### src/rtl/mod_counter_ctrl_if.sv
// rtl/mod_counter_ctrl_if.sv - command/status bundle for the modulo counter controller
interface mod_counter_ctrl_if #(
    parameter int WIDTH = 3,
    parameter int CYC_W = 4
);
    logic             start;
    logic             stop;
    logic             pause;
    logic [WIDTH-1:0] mod_in;
    logic [CYC_W-1:0] cycles_in;
    logic [WIDTH-1:0] count;
    logic [1:0]       state;
    logic             busy;
    logic             wrap;
    logic             done;
    logic             cfg_err;

    modport master (
        output start, stop, pause, mod_in, cycles_in,
        input  count, state, busy, wrap, done, cfg_err
    );

    modport slave (
        input  start, stop, pause, mod_in, cycles_in,
        output count, state, busy, wrap, done, cfg_err
    );
endinterface

### src/rtl/mod_counter_ctrl.sv
// rtl/mod_counter_ctrl.sv - start/pause/stop sequencer around a programmable modulo-N counter
module mod_counter_ctrl #(
    parameter int WIDTH = 3,
    parameter int CYC_W = 4
) (
    input logic               clk,
    input logic               rst,
    mod_counter_ctrl_if.slave bus
);
    typedef enum logic [1:0] {
        IDLE  = 2'd0,
        RUN   = 2'd1,
        PAUSE = 2'd2,
        DONE  = 2'd3
    } state_t;

    localparam logic [CYC_W-1:0] WCNT_MAX = {CYC_W{1'b1}};

    state_t           st_q, st_nx;
    logic [WIDTH-1:0] count_q, count_nx;
    logic [WIDTH-1:0] n_q, n_nx;
    logic [CYC_W-1:0] c_q, c_nx;
    logic [CYC_W-1:0] wcnt_q, wcnt_nx, wcnt_inc;
    logic             wrap_q, wrap_nx;
    logic             cfg_err_q, cfg_err_nx;

    always_ff @(posedge clk or negedge rst) begin
        if (!rst) begin
            st_q      <= IDLE;
            count_q   <= '0;
            n_q       <= '0;
            c_q       <= '0;
            wcnt_q    <= '0;
            wrap_q    <= 1'b0;
            cfg_err_q <= 1'b0;
        end else begin
            st_q      <= st_nx;
            count_q   <= count_nx;
            n_q       <= n_nx;
            c_q       <= c_nx;
            wcnt_q    <= wcnt_nx;
            wrap_q    <= wrap_nx;
            cfg_err_q <= cfg_err_nx;
        end
    end

    // Saturation only matters for continuous runs; bounded runs hit C first.
    assign wcnt_inc = (wcnt_q == WCNT_MAX) ? wcnt_q : wcnt_q + CYC_W'(1);

    always_comb begin
        st_nx      = st_q;
        count_nx   = count_q;
        n_nx       = n_q;
        c_nx       = c_q;
        wcnt_nx    = wcnt_q;
        wrap_nx    = 1'b0;
        cfg_err_nx = 1'b0;
        case (st_q)
            IDLE: begin
                if (bus.start) begin
                    if (bus.mod_in >= WIDTH'(2)) begin
                        n_nx     = bus.mod_in;
                        c_nx     = bus.cycles_in;
                        wcnt_nx  = '0;
                        count_nx = '0;
                        st_nx    = RUN;
                    end else begin
                        cfg_err_nx = 1'b1;
                    end
                end
            end
            RUN, PAUSE: begin
                if (bus.stop) begin
                    st_nx    = IDLE;
                    count_nx = '0;
                    wcnt_nx  = '0;
                end else if (bus.pause) begin
                    st_nx = PAUSE;
                end else begin
                    st_nx = RUN;
                    if (count_q == n_q - WIDTH'(1)) begin
                        count_nx = '0;
                        wrap_nx  = 1'b1;
                        wcnt_nx  = wcnt_inc;
                        if (c_q != '0 && wcnt_inc == c_q) begin
                            st_nx = DONE;
                        end
                    end else begin
                        count_nx = count_q + WIDTH'(1);
                    end
                end
            end
            DONE: begin
                st_nx    = IDLE;
                count_nx = '0;
                wcnt_nx  = '0;
            end
            default: begin
                st_nx = IDLE;
            end
        endcase
    end

    // Status decodes come straight from state flops, so no input reaches an output.
    assign bus.count   = count_q;
    assign bus.state   = st_q;
    assign bus.busy    = (st_q == RUN) || (st_q == PAUSE);
    assign bus.done    = (st_q == DONE);
    assign bus.wrap    = wrap_q;
    assign bus.cfg_err = cfg_err_q;
endmodule

### src/flat_wrapper.sv
// flat-port wrapper written by rule: the top's interface ports become plain ports
module mod_counter_ctrl_flat 
#(
    parameter int WIDTH = 3,
    parameter int CYC_W = 4
)
  (clk, rst, bus_start, bus_stop, bus_pause, bus_mod_in, bus_cycles_in, bus_count, bus_state, bus_busy, bus_wrap, bus_done, bus_cfg_err);
  mod_counter_ctrl_if #(.WIDTH(WIDTH), .CYC_W(CYC_W)) bus_i ();
  input logic clk;
  input logic rst;
  input wire logic [$bits(bus_i.start)-1:0] bus_start;
  input wire logic [$bits(bus_i.stop)-1:0] bus_stop;
  input wire logic [$bits(bus_i.pause)-1:0] bus_pause;
  input wire logic [$bits(bus_i.mod_in)-1:0] bus_mod_in;
  input wire logic [$bits(bus_i.cycles_in)-1:0] bus_cycles_in;
  output wire logic [$bits(bus_i.count)-1:0] bus_count;
  output wire logic [$bits(bus_i.state)-1:0] bus_state;
  output wire logic [$bits(bus_i.busy)-1:0] bus_busy;
  output wire logic [$bits(bus_i.wrap)-1:0] bus_wrap;
  output wire logic [$bits(bus_i.done)-1:0] bus_done;
  output wire logic [$bits(bus_i.cfg_err)-1:0] bus_cfg_err;
  assign bus_i.start = bus_start;
  assign bus_i.stop = bus_stop;
  assign bus_i.pause = bus_pause;
  assign bus_i.mod_in = bus_mod_in;
  assign bus_i.cycles_in = bus_cycles_in;
  assign bus_count = bus_i.count;
  assign bus_state = bus_i.state;
  assign bus_busy = bus_i.busy;
  assign bus_wrap = bus_i.wrap;
  assign bus_done = bus_i.done;
  assign bus_cfg_err = bus_i.cfg_err;
  mod_counter_ctrl #(.WIDTH(WIDTH), .CYC_W(CYC_W)) u_core (.clk(clk), .rst(rst), .bus(bus_i));
endmodule
### config.mk
export PLATFORM = sky130hd
export DESIGN_NAME = mod_counter_ctrl_flat
export DESIGN_NICKNAME = d
export VERILOG_FILES = /design/src/rtl/mod_counter_ctrl_if.sv /design/src/rtl/mod_counter_ctrl.sv /design/src/flat_wrapper.sv
export SDC_FILE = /design/constraint.sdc
export NUM_CORES = 1
export LEC_CHECK = 0
export ABC_CLOCK_PERIOD_IN_PS = 2100
export CAP_MARGIN = 10
export CORE_MARGIN = 4
export CORE_UTILIZATION = 25
export CTS_CLUSTER_SIZE = 10
export DETAILED_ROUTE_END_ITERATION = 12
export GPL_TIMING_DRIVEN = 0
export HOLD_SLACK_MARGIN = 0.05
export PLACE_DENSITY = 0.52
export SLEW_MARGIN = 20
export SYNTH_ARGS = -nofsm -noshare
export SYNTH_HDL_FRONTEND = slang
export SYNTH_SLANG_ARGS = --single-unit
export TNS_END_PERCENT = 10
### constraint.sdc
create_clock -name clk -period 2.1 [get_ports clk]
set_input_delay 0.21 -clock clk [delete_from_list [all_inputs] [get_ports clk]]
set_output_delay 0.21 -clock clk [all_outputs]
set_load 0.005 [all_outputs]
==> results.md <==
* Global-route wire length before repair at about 4.1 mm
* CP Max Fanout at 9
* Hold Crit Class: in -> async
* Final nets at ~160
* CP endpoint kind: flip-flop
* Flops & latches, synth at 18
* Share of layout cells above drive strength 1 at between 10% and 20%
* Initial drt markers at about 120
* Drt wl/cell at 13.2 microns
* Routed vias/inst at roughly 4.9
* GRT Total Usage at under 10%
* Setup Fix Bufs, Post-CTS at 0
* Core area at ~4400 sq um
* Most frequent cell after synthesis: dfrtp_1
* Global placement routability congestion at between 0.7 and 0.8
* DIE WIDTH at approximately 76 microns
* Largest net degree at the start of global routing at 19
* Final Max Slew Viols at 0
* Final ANT Viol Nets at 0
* Initial antenna violation count at 0
* Cell variety after synth at 40
* Vias in the first global route at slightly below 900
* Die Y at ~76 microns
* CTS sink cnt at 18
* MaxCap Viol Count at 0
* Fin crit share at 89.3%
* Leakage power at about 0.61 nW
* TNS Setup at 0 ps
* Worst R2R Start: u_core.wcnt_q[1]$_DFFE_PN0P_
* Max Clock Freq at roughly 0.53 GHz
* CTS root buf: clkbuf_8
* Num CTS Buffers at 3
* Number of synthesized flops with an enable pin at 0
* Power consumption at about 1.6 mW
* Crit Path Category: reg -> reg
* Leading area contributor after synthesis: dfrtp_1
* Finished Cell Area at 1450 sq um
* Util after Layout at between 30% and 40%
* Commonest register cell after synthesis: dfrtp_1
* Relative slew margins at 41.8%
* Drt pass-1 iters at 4
* Clock Latency Late Sink at between 200 and 300 ps
* Worst Tran Pin Value at between 800 and 900 ps
* Post-Syn Area at between 1000 and 1500 sq um
* Clock transition at the registers of the reported paths at 80 ps
* Top cells by area, synth: dfrtp_1, mux2_2, ha_1, a21oi_1, nand2_1
* CTS tree: done
* Mapped Cells at approximately 120
* Grt total ovfl at 0
* Tmin final at between 1500 and 2000 ps
* Hold buffer count at cts at 0
* Via count at between 900 and 1000
* Worst-case vdd ir drop at around 0.74 mV
* Synth Warn # at 0
* Startpoint types: flip-flop
* Worst clock skew at between 8 and 9 ps
* Cell Area, Placed at between 1000 and 1500 sq um
* Outcome: finished clean
* DIE AREA at 5710 sq um
* Number of I/O pins at 21
* Top cell type's share of synthesized area at around 40%
* H-tree Lvls at 1
* PD cells at roughly 1100 nW/um^2
* Mapped Nets at approximately 130
* Mean post-synth cell area at roughly 10 sq um
* Largest buffer count on any clock path at 2
* CP Data Arrival Time at 2050 ps
* Routed wire length at 2.51 mm
* Initial Utilization at 26.0%
* # diodes at 0
* FF-to-FF path depth at 7
* Final setup viols at 0
* Seq/Total Area, Yosys at between 30% and 40%
* Crit path required time at between 2000 and 2500 ps
* Final Hold Fails at 0
* Unrepaired setup endpoints after global routing: no
* Crit. Startpoint: u_core.wcnt_q[1]$_DFFE_PN0P_
* IO Port Bufs at 20
* Commonest cells in the netlist: dfrtp_1, nand2_1, a21oi_1, inv_1, mux2_2
* # DRC at 0
* HPWL after DPL at ~1.9 mm
* Layout area overhead at 26.9%
* Cell Rows at 24
* Async SR Flop Fraction at between 90% and 100%
power by group:
group          switching, mW  internal (mW)
Sequential             0.118          0.455
Combinational          0.380          0.415
Clock                  0.119          0.128
Total                  0.617          0.998
per-stage QoR:
| stage | hold slack, ps | setup slack, ps | std cells |
|---|---|---|---|
| global placement | 498 | 219 | 187 |
| detailed placement | 502 | 192 | 187 |
| floorplan | -85.6 | 348 | 115 |
| global route | 530 | 19.6 | 190 |
| finish | 445 | 224 | 190 |
| CTS | 479 | 152 | 190 |
cells in the final DEF, fill, tap and decap left out, drive strengths merged, types with 2 or more instances in the layout:
cell,count
a2111oi,2
a21oi,7
a22oi,2
a311oi,2
and2,3
buf,4
clkbuf,4
clkdlybuf4s50,20
dfrtp,18
ha,6
inv,7
mux2,7
nand2,9
nand2b,4
nand3,3
nor2,6
nor3,4
nor4,2
o21ai,6
o22ai,2
xnor2,3
xor2,3
final timing paths:
check,slack (ps),to
hold / removal,440,u_core.wcnt_q[3]$_DFFE_PN0P_
hold reg to reg,520,u_core.n_q[1]$_DFFE_PN0P_
setup reg to reg,220,u_core.bus.state[1]$_DFFE_PN0P_
max in group asynchronous,1110,u_core.bus.cfg_err$_DFF_PN0_
min in group clk,520,u_core.n_q[1]$_DFFE_PN0P_
setup / recovery,220,u_core.bus.state[1]$_DFFE_PN0P_
cells by family (layout without fill, tap and decap cells):
kind of cell,after synthesis,in the layout,share of synthesized area (%)
simple gates,38,38,18.6
flops,18,18,39.5
buf+inv,12,35,5.59
xor+xnor,7,7,6.58
mux,8,8,7.79
fa+ha+maj,6,6,6.58
compound gates,26,26,15.4
registers in the layout, indices dropped and copies added (netlist names):
name	count
u_core.bus.cfg_err	1
u_core.bus.count	3
u_core.bus.state	2
u_core.bus.wrap	1
u_core.c_q	4
u_core.n_q	3
u_core.wcnt_q	4
area by class of cell:
class | count | area (sq um)
multi-input cells | 85 | 627
flip-flops and latches | 18 | 450
plain buffers | 5 | 37.5
clock buffers | 3 | 41.3
inverters | 7 | 26.3
fillers | 441 | 2940
repair buffers | 20 | 200
well taps | 52 | 65.1
worst max-delay path: stages, from the launching register on:
cell and delay, ps:
dfrtp_1 430, ha_1 210, buf_6 130, and4b_1 280, xnor2_1 90, a2111oi_2 300
a41oi_1 160, a21oi_1 190
timing repair:
action                                 in CTS  in global routing
setup endpoints to repair                   0                  1
gates resized for setup                     0                  0
endpoints found under the hold margin       0                  0
per-layer routing:
metal / global-route usage [%] / routed length [microns] / vias to the layer above
met5: 0 / 0 / -
li1: - / - / 457
met3: 3.17 / 121 / 2
met2: 16.0 / 1280 / 18
met4: 1.17 / 8 / 0
met1: 11.9 / 1100 / 446
Power figures use the tool's default switching activity.
